--- src/rtl/cell_exercise_reader_if.sv ---
// Host/cell-bank bundle for the flop-cell exercise reader.
// Pure wiring, no latency.
// No backpressure: START is a single-cycle request, the readback is unthrottled.
interface cell_exercise_reader_if #(
  parameter int WIDTH = 8
);
  logic             START;
  logic             POL;
  logic [WIDTH-1:0] WDATA;
  logic [WIDTH-1:0] D_OUT;
  logic             CELL_CLK;
  logic [WIDTH-1:0] Q_IN;
  logic             SDO;
  logic             SVALID;
  logic             BUSY;
  logic             DONE;
  logic             MISMATCH;

  // Host / cell-bank side: issues requests, returns the cell Q outputs.
  modport master (
    output START, POL, WDATA, Q_IN,
    input  D_OUT, CELL_CLK, SDO, SVALID, BUSY, DONE, MISMATCH
  );

  // Reader side: drives the cells and the serial readback.
  modport slave (
    input  START, POL, WDATA, Q_IN,
    output D_OUT, CELL_CLK, SDO, SVALID, BUSY, DONE, MISMATCH
  );
endinterface

--- src/rtl/cell_exercise_reader.sv ---
// Writes a word into a flop-cell bank with one clock pulse, samples Q, compares, shifts it out MSB first.
// DONE arrives 1+1+PULSE_LEN+SETTLE+1+WIDTH cycles after an accepted START.
// START is ignored while busy except in the DONE cycle; serial output is not throttled.
module cell_exercise_reader #(
  parameter int WIDTH     = 8,
  parameter int PULSE_LEN = 2,
  parameter int SETTLE    = 1
) (
  input logic                 CLK,
  input logic                 RST,
  cell_exercise_reader_if.slave bus
);

  // One counter serves every timed state, so size it for the longest one.
  localparam int MAXC  = (PULSE_LEN > SETTLE) ?
                         ((PULSE_LEN > WIDTH) ? PULSE_LEN : WIDTH) :
                         ((SETTLE > WIDTH) ? SETTLE : WIDTH);
  localparam int CW    = (MAXC > 1) ? $clog2(MAXC) : 1;
  localparam logic [CW-1:0] PL_LAST = CW'(PULSE_LEN - 1);
  localparam logic [CW-1:0] ST_LAST = CW'((SETTLE > 0) ? SETTLE - 1 : 0);
  localparam logic [CW-1:0] WD_LAST = CW'(WIDTH - 1);

  typedef enum logic [2:0] {
    S_IDLE,
    S_SETUP,
    S_PULSE,
    S_SETTLE,
    S_SAMPLE,
    S_SHIFT,
    S_DONE
  } state_t;

  state_t           state_q, state_d;
  logic [CW-1:0]    cnt_q, cnt_d;
  logic [WIDTH-1:0] dout_q, dout_d;
  logic [WIDTH-1:0] shreg_q, shreg_d;
  logic             pol_q, pol_d;
  logic             mm_q, mm_d;

  // State and datapath registers; reset drops everything, including a partial frame.
  always_ff @(posedge CLK) begin
    if (RST) begin
      state_q <= S_IDLE;
      cnt_q   <= '0;
      dout_q  <= '0;
      shreg_q <= '0;
      pol_q   <= 1'b0;
      mm_q    <= 1'b0;
    end else begin
      state_q <= state_d;
      cnt_q   <= cnt_d;
      dout_q  <= dout_d;
      shreg_q <= shreg_d;
      pol_q   <= pol_d;
      mm_q    <= mm_d;
    end
  end

  // Next-state and datapath updates for the write/pulse/sample/shift sequence.
  always_comb begin
    state_d = state_q;
    cnt_d   = cnt_q;
    dout_d  = dout_q;
    shreg_d = shreg_q;
    pol_d   = pol_q;
    mm_d    = mm_q;
    case (state_q)
      S_IDLE, S_DONE: begin
        // The DONE cycle also accepts START so transactions can run back to back.
        if (bus.START) begin
          dout_d  = bus.WDATA;
          pol_d   = bus.POL;
          state_d = S_SETUP;
        end else begin
          state_d = S_IDLE;
        end
      end
      S_SETUP: begin
        cnt_d   = '0;
        state_d = S_PULSE;
      end
      S_PULSE: begin
        if (cnt_q == PL_LAST) begin
          cnt_d   = '0;
          state_d = (SETTLE == 0) ? S_SAMPLE : S_SETTLE;
        end else begin
          cnt_d = cnt_q + 1'b1;
        end
      end
      S_SETTLE: begin
        if (cnt_q == ST_LAST) begin
          cnt_d   = '0;
          state_d = S_SAMPLE;
        end else begin
          cnt_d = cnt_q + 1'b1;
        end
      end
      S_SAMPLE: begin
        shreg_d = bus.Q_IN;
        mm_d    = (bus.Q_IN != dout_q);
        cnt_d   = '0;
        state_d = S_SHIFT;
      end
      S_SHIFT: begin
        shreg_d = shreg_q << 1;
        if (cnt_q == WD_LAST) begin
          cnt_d   = '0;
          state_d = S_DONE;
        end else begin
          cnt_d = cnt_q + 1'b1;
        end
      end
      default: begin
        state_d = S_IDLE;
      end
    endcase
  end

  // Moore outputs; the cell clock rests at the latched polarity and inverts only during the pulse.
  always_comb begin
    bus.D_OUT    = dout_q;
    bus.MISMATCH = mm_q;
    bus.CELL_CLK = (state_q == S_PULSE) ? ~pol_q : pol_q;
    bus.BUSY     = (state_q != S_IDLE);
    bus.SVALID   = (state_q == S_SHIFT);
    bus.SDO      = (state_q == S_SHIFT) & shreg_q[WIDTH-1];
    bus.DONE     = (state_q == S_DONE);
  end

endmodule
--- src/flat_wrapper.sv ---
// flat-port wrapper written by rule: the top's interface ports become plain ports
module cell_exercise_reader_flat 
#(
  parameter int WIDTH     = 8,
  parameter int PULSE_LEN = 2,
  parameter int SETTLE    = 1
)
  (CLK, RST, bus_START, bus_POL, bus_WDATA, bus_Q_IN, bus_D_OUT, bus_CELL_CLK, bus_SDO, bus_SVALID, bus_BUSY, bus_DONE, bus_MISMATCH);
  cell_exercise_reader_if #(.WIDTH(WIDTH)) bus_i ();
  input logic CLK;
  input logic RST;
  input wire logic [$bits(bus_i.START)-1:0] bus_START;
  input wire logic [$bits(bus_i.POL)-1:0] bus_POL;
  input wire logic [$bits(bus_i.WDATA)-1:0] bus_WDATA;
  input wire logic [$bits(bus_i.Q_IN)-1:0] bus_Q_IN;
  output wire logic [$bits(bus_i.D_OUT)-1:0] bus_D_OUT;
  output wire logic [$bits(bus_i.CELL_CLK)-1:0] bus_CELL_CLK;
  output wire logic [$bits(bus_i.SDO)-1:0] bus_SDO;
  output wire logic [$bits(bus_i.SVALID)-1:0] bus_SVALID;
  output wire logic [$bits(bus_i.BUSY)-1:0] bus_BUSY;
  output wire logic [$bits(bus_i.DONE)-1:0] bus_DONE;
  output wire logic [$bits(bus_i.MISMATCH)-1:0] bus_MISMATCH;
  assign bus_i.START = bus_START;
  assign bus_i.POL = bus_POL;
  assign bus_i.WDATA = bus_WDATA;
  assign bus_i.Q_IN = bus_Q_IN;
  assign bus_D_OUT = bus_i.D_OUT;
  assign bus_CELL_CLK = bus_i.CELL_CLK;
  assign bus_SDO = bus_i.SDO;
  assign bus_SVALID = bus_i.SVALID;
  assign bus_BUSY = bus_i.BUSY;
  assign bus_DONE = bus_i.DONE;
  assign bus_MISMATCH = bus_i.MISMATCH;
  cell_exercise_reader #(.WIDTH(WIDTH), .PULSE_LEN(PULSE_LEN), .SETTLE(SETTLE)) u_core (.CLK(CLK), .RST(RST), .bus(bus_i));
endmodule
--- config.mk ---
export PLATFORM = sky130hd
export DESIGN_NAME = cell_exercise_reader_flat
export DESIGN_NICKNAME = d
export VERILOG_FILES = /design/src/rtl/cell_exercise_reader_if.sv /design/src/rtl/cell_exercise_reader.sv /design/src/flat_wrapper.sv
export SDC_FILE = /design/constraint.sdc
export NUM_CORES = 1
export LEC_CHECK = 0
export ABC_CLOCK_PERIOD_IN_PS = 2100
export CORE_AREA = 4 4 61 63
export DETAILED_ROUTE_END_ITERATION = 8
export DIE_AREA = 0 0 65 67
export DONT_BUFFER_PORTS = 1
export PLACE_DENSITY_LB_ADDON = 0.12
export SLEW_MARGIN = 10
export SYNTH_ARGS = -nofsm -noshare
export SYNTH_HDL_FRONTEND = slang
export SYNTH_SLANG_ARGS = --single-unit
--- constraint.sdc ---
create_clock -name CLK -period 2.1 [get_ports CLK]
set_input_delay 0.42 -clock CLK [delete_from_list [all_inputs] [get_ports CLK]]
set_output_delay 0.42 -clock CLK [all_outputs]
set_load 0.005 [all_outputs]
# Word level (Yosys, flattened, before mapping)
# Index checks and enable logic that the tools add are counted.
# word_totals
ff_bits,24
output_inout_bits,14
elab_cells,41
input_bits,20
# classes
n_addsub,1
n_mux,11
reduce_logical,9
n_eq_ne,12
bitwise,2
# ops
operator,count
two-way mux 3 bit,6
case mux 3 bit (6 select lines),1
case mux 8 bit (2 select lines),1
"equality test 3 bit, second input constant",4
case mux 3 bit (4 select lines),1
inequality test 8 bit,1
"equality test 3 x 1 -> 1 bit, second input constant",2
"equality test 3 x 2 -> 1 bit, second input constant",2
logical NOT 3 bit,2
"inequality test 2 x 1 -> 1 bit, second input constant",3
nonzero test 4 bit,1
OR reduction 2 bit,2
"adder 3 x 1 -> 3 bit, second input constant",1
AND reduction 3 bit,1
nonzero test 3 bit,1
two-way mux 1 bit,2
AND reduction 2 bit,1
nonzero test 2 bit,1
AND 1 bit,1
NOT 1 bit,1

# Logic depth before layout (Yosys ltp)
# depth
word_depth,3
mapped_depth,7
ltp_nobuf,6

# Worst setup path before layout
# OpenSTA, ideal clock, no wires.
# synth_path
path_kind,flip-flop to flip-flop
from,reg u_core.state_q[1]
to,reg u_core.state_q[2]
required_time_ps,1984
slack_ps,506
arrival_ps,1477
setup_ps,116
path_stages_with_launch,8
synth_period_minus_slack_ps,1594
n_path_buf,1
path_cell_list,dfxtp_1 > buf_4 > inv_1 > ha_1 > nand2_1 > a2bb2oi_1 > and2_1 > a31o_2
# synth_between
elab_chain_len,3
word_cells_on_any_way,13
classes_between,eq/ne: 9; mux: 1; reduce/logical: 3
# synth_rtl
element,line_no,rtl
"start, declared",cell_exercise_reader.sv:33,"state_t state_q, state_d;"
"start signal, assigned",cell_exercise_reader.sv:50,state_q <= state_d;
equality test 3 bit (tied with other cells),cell_exercise_reader.sv:67,case (state_q)
OR reduction 2 bit or inequality test 2 x 1 -> 1 bit (tied branches),-,
case mux 3 bit (6 select lines) or AND reduction 3 bit (tied branches),-,
# Several ways; a longest one is shown, not always the timed one.
# A chain may end at the register's enable or synchronous reset.

# Worst setup path after layout
# layout_path
from,reg u_core.state_q[1]
to,out bus_SVALID
# layout_between
elab_chain_len,1
# layout_rtl
element,line_no,rtl
equality test 3 bit,cell_exercise_reader.sv:125,bus.SVALID = (state_q == S_SHIFT);
"end, declared",flat_wrapper.sv:19,output wire logic [$bits(bus_i.SVALID)-1:0] bus_SVALID;
# Every way passes these cells.

==> results list <==
- The flow ran to the end, and the final reports show no timing, DRC or antenna violations.
- Type of the tightest min-delay check: input pin to flop
- Layout cells sized above 1: 11.3%
* Number of setup violations in the final report: 0
* Proportion of netlist area held by the largest area contributor: between 30 and 40%
* Share of the clock period used by the worst path after layout: between 90% and 100%
- The worst hold path terminates at u_core.state_q[0]$_SDFFE_PP0P_.
- Cell area after synthesis: ~1400 um2
- Number of antenna cells inserted: 0
- Post-synthesis net count: 188
- The initial utilization of the core area, before any placement, comes to between 40 and 50%.
- The count of nets left with antenna violations once routing finished came out at 0.
* Critical path start-end classification: flop to output port
* Synthesized area per cell: 8.58 um2
* Number of antenna violations at the first check in global routing: 0
- Counting instances, the worst hold path has a depth of 1.
- Number of levels the H-tree was split into: 1
- Routed via count: between 1000 and 1500
* F_max: ~0.53 GHz
* Crit end category: output port
- For this run, the post-layout net count is roughly 190.
- The tree is rooted in a sky130_fd_sc_hd__clkbuf_4.
* Area growth from synthesis to layout: 5.49%
- Main combinational cell family by area after synthesis: simple AND/OR/NAND/NOR gates
* WL per Instance: 14.4 um
- Biggest area contributors in the synthesized netlist: sky130_fd_sc_hd__dfxtp_1 (35%), sky130_fd_sc_hd__mux2i_1 (7.9%), sky130_fd_sc_hd__nor2_1 (5.7%)
* Clk Latency, worst-skew pair: about 0.31 ns
- Die area: between 4000 and 5000 um2
- The placed instances occupy a cell area of 1410 um2.
* Final std cells w/o fill: 206
- For the worst flop-to-flop path, the logic depth is 6.
- Top Ports: 34
* Most common cell in the synthesized netlist: sky130_fd_sc_hd__dfxtp_1
- STA classifies the critical path startpoint as a flop.
* Slew Limit Fails: 0
- After clock tree synthesis, the flow added hold-fix buffers numbering 0.
- Total routing usage reported by global routing: between 10% and 20%
- Drt drc: 0
- Tracing the worst setup path back leads to its startpoint at u_core.state_q[1]$_SDFFE_PP0P_.
- Setup repair bufs after CTS: 0
- Total detailed-routing wirelength: 2.97 mm
- Adding up every negative setup slack in the final design gives 0 ns.
* HPWL Detailed: ~2.3 mm
- For the worst setup path, the data required time is between 1.5 and 2 ns.
- Unrepaired setup endpoints after global routing: no
- Ys Warns: 0
- Number of filler instances in the final layout: 312
* Iteration-0 DRC count of the detailed router: 46
* Reg-to-reg setup timing slack: between 0.4 and 0.5 ns
- For this run, the slowest stage of the critical path takes just under 0.4 ns.
* Gpl congestion: around 0.85
- Entering global routing, the biggest net connects 26 pins.
- Reg clk slew, reported paths: 0.14 ns
* Max-slew headroom: between 70% and 80%
* Number of sinks handled by clock tree synthesis: 24
- Ratio of routed vias to standard cells: ~5.3
- Ranked by instance count, the synthesized netlist is headed by sky130_fd_sc_hd__dfxtp_1 (24), sky130_fd_sc_hd__nor2_1 (21), sky130_fd_sc_hd__nand2_1 (13).
* Cell area after layout: 1470 um2
- For the finished layout, the period the worst path requires is about 1.9 ns.
- Synthesis inferred 24 register bits.
* Start point of the worst hold path: RST
- Port buffer count: 0
- Summed over all instances, the cell type with the most area after synthesis is sky130_fd_sc_hd__dfxtp_1.
- In this run the horizontal extent of the chip is about 65 um.
- Slowest cell on the critical path: sky130_fd_sc_hd__dfxtp_1
- Multiplexer share of the synthesized area: 7.92%
- Slew at the pin closest to its max-slew limit: 0.331 ns
- The floorplan has 21 rows.
* Via count of the first global-routing pass: around 1000
- Data arrival at the endpoint of the critical path: 1.48 ns
- Core footprint: between 3000 and 4000 um2
* Reg-to-reg startpoint: u_core.cnt_q[0]$_SDFFE_PP0P_
* Async set-reset flop share out of synthesis: 0%
- In this run the critical register-to-register path is captured at u_core.cnt_q[1]$_SDFFE_PP0P_.
* Synthesized-area fraction occupied by adder cells: 6.12%
- Walking the worst path, the cells encountered are buf_4, nor2b_2, nand2_2, inv_1.
* Synthesized-area fraction occupied by and/or/nand/nor cells: between 20% and 30%
- First-pass DRT Iterations: 4
- Maximum vdd drop: roughly 460 uV
* Leading register cell type out of synthesis: sky130_fd_sc_hd__dfxtp_1
- Power Density: between 1000 and 1500 nW/um2
- The tool flagged a number of max-cap violations equal to 0.
- Post-placement cell count: between 200 and 250
- The design draws about 0.0017 W.
* Remaining Overflow, GRT: 0
- Share of synthesized area occupied by flip-flops and latches: between 30% and 40%
- Complex-gate fraction of the synthesized area: roughly 14%
- Counting distinct cell types in the post-synthesis netlist gives 40.
- Clock skew on the completed layout was measured at ~0.0056 ns.
- The first global-routing pass estimated about 4.8 mm of wire.
* Post-synth EDFFs: 0
- TritonCTS created 3 clock buffers.
- No sink is reached through more buffers than the 2 on the longest clock path.
- The final count of hold timing violations was 0.
- TritonCTS built the clock tree.
* Leakage power: approximately 0.57 nW
- From bottom edge to top edge, the die measures about 67 um.
* Post-Synthesis Cells: around 160
- Largest driver fanout on the critical path: 10
- Summing the areas of all xor and xnor instances in the mapped netlist gives between 5 and 6% of the synthesized area.
-- layout by cell type, fill, tap and decap left out, types with 2 or more instances in the layout --
cell                       netlist  layout
sky130_fd_sc_hd__inv_1           6       6
sky130_fd_sc_hd__xor2_1          3       3
sky130_fd_sc_hd__nand3_1        10      10
sky130_fd_sc_hd__dfxtp_1        24      22
sky130_fd_sc_hd__nand4_1         2       2
sky130_fd_sc_hd__a311oi_1        8       8
sky130_fd_sc_hd__buf_4           2       5
sky130_fd_sc_hd__clkbuf_4        0       3
sky130_fd_sc_hd__a21oi_1         8       8
sky130_fd_sc_hd__a31oi_1         2       2
sky130_fd_sc_hd__and2_1          3       3
sky130_fd_sc_hd__nor3_1          2       2
sky130_fd_sc_hd__mux2i_1        11      11
sky130_fd_sc_hd__nand2_1        13      13
sky130_fd_sc_hd__nor2_1         21      21
sky130_fd_sc_hd__ha_1            6       6
sky130_fd_sc_hd__nand2b_1        6       6
sky130_fd_sc_hd__dfxtp_2         0       2
sky130_fd_sc_hd__xnor2_1         6       6
-- final cells by class --
type,instances,area [um2],share of cell area [%]
Tap cell,46,57.6,3.92
Sequential cell,24,483,32.9
Clock inverter,1,30.0,2.05
Multi-Input combinational cell,120,810,55.2
Clock buffer,3,22.5,1.54
Timing Repair Buffer,5,37.5,2.56
Inverter,7,26.3,1.79
-- logic make-up after synthesis --
| kind of cell | after synthesis |
|---|---|
| AND/OR/NAND/NOR | 67 |
| AO/OA/AOI/OAI | 26 |
| flip-flops | 24 |
| buffers and inverters | 18 |
| multiplexers | 11 |
| XOR/XNOR | 9 |
| adder cells (fa/ha/maj) | 7 |
-- where the power goes --
part | internal, W | total [W] | switching, W
registers | 0.000550 | 0.000681 | 0.000130
clock network | 0.000193 | 0.000333 | 0.000140
logic | 0.000320 | 0.000668 | 0.000348
total | 0.00106 | 0.00168 | 0.000619
-- metrics by stage --
stage,hold WS [ns],setup slack [ns],util [%]
after global placement,0.455,0.486,43.7
after CTS,0.141,0.0404,45.3
after global routing,0.128,0.0768,45.4
after detailed placement,0.461,0.408,43.7
final,0.149,0.202,45.4
after floorplan,0.446,0.506,-
-- metal layers --
metal / vias to the layer above / routed length (um) / global-route usage (%)
met5: - / 0 / 0
met4: 0 / 42 / 2.64
met3: 4 / 166 / 5.23
met2: 30 / 1240 / 20.1
met1: 495 / 1520 / 19.9
li1: 561 / - / -
-- worst max-delay path, delay by kind of cell (launching register included) --
kind                   cells  cell delay [ns]
and+or+nand+nor            2             0.48
DFF                        1             0.39
buffers and inverters      2             0.30
-- worst max path at each step --
| stage | end | cells past startpoint | slack, ns |
|---|---|---|---|
| final | bus_SVALID | 4 | 0.20 |
| after global routing | bus_SVALID | 4 | 0.08 |
| after CTS | bus_SVALID | 3 | 0.04 |
| after detailed placement | bus_SVALID | 3 | 0.41 |
| after global placement | u_core.bus.D_OUT[5]$_SDFFE_PP0P_ | 5 | 0.49 |
| after floorplan | u_core.state_q[2]$_SDFFE_PP0P_ | 7 | 0.51 |
-- timing repair --
| item | 4_1_cts | 5_1_grt |
|---|---|---|
| setup endpoints to repair | 0 | 1 |
| hold endpoints to repair | 0 | 0 |
| gates resized for setup | 0 | 2 |
-- state kept, by name, indices dropped and copies added, names as in the netlist --
register,count
u_core.bus.MISMATCH,1
u_core.state_q,3
u_core.bus.D_OUT,8
u_core.cnt_q,3
u_core.shreg_q,8
u_core.pol_q,1
Note: power is estimated with default switching activity, not from simulation.
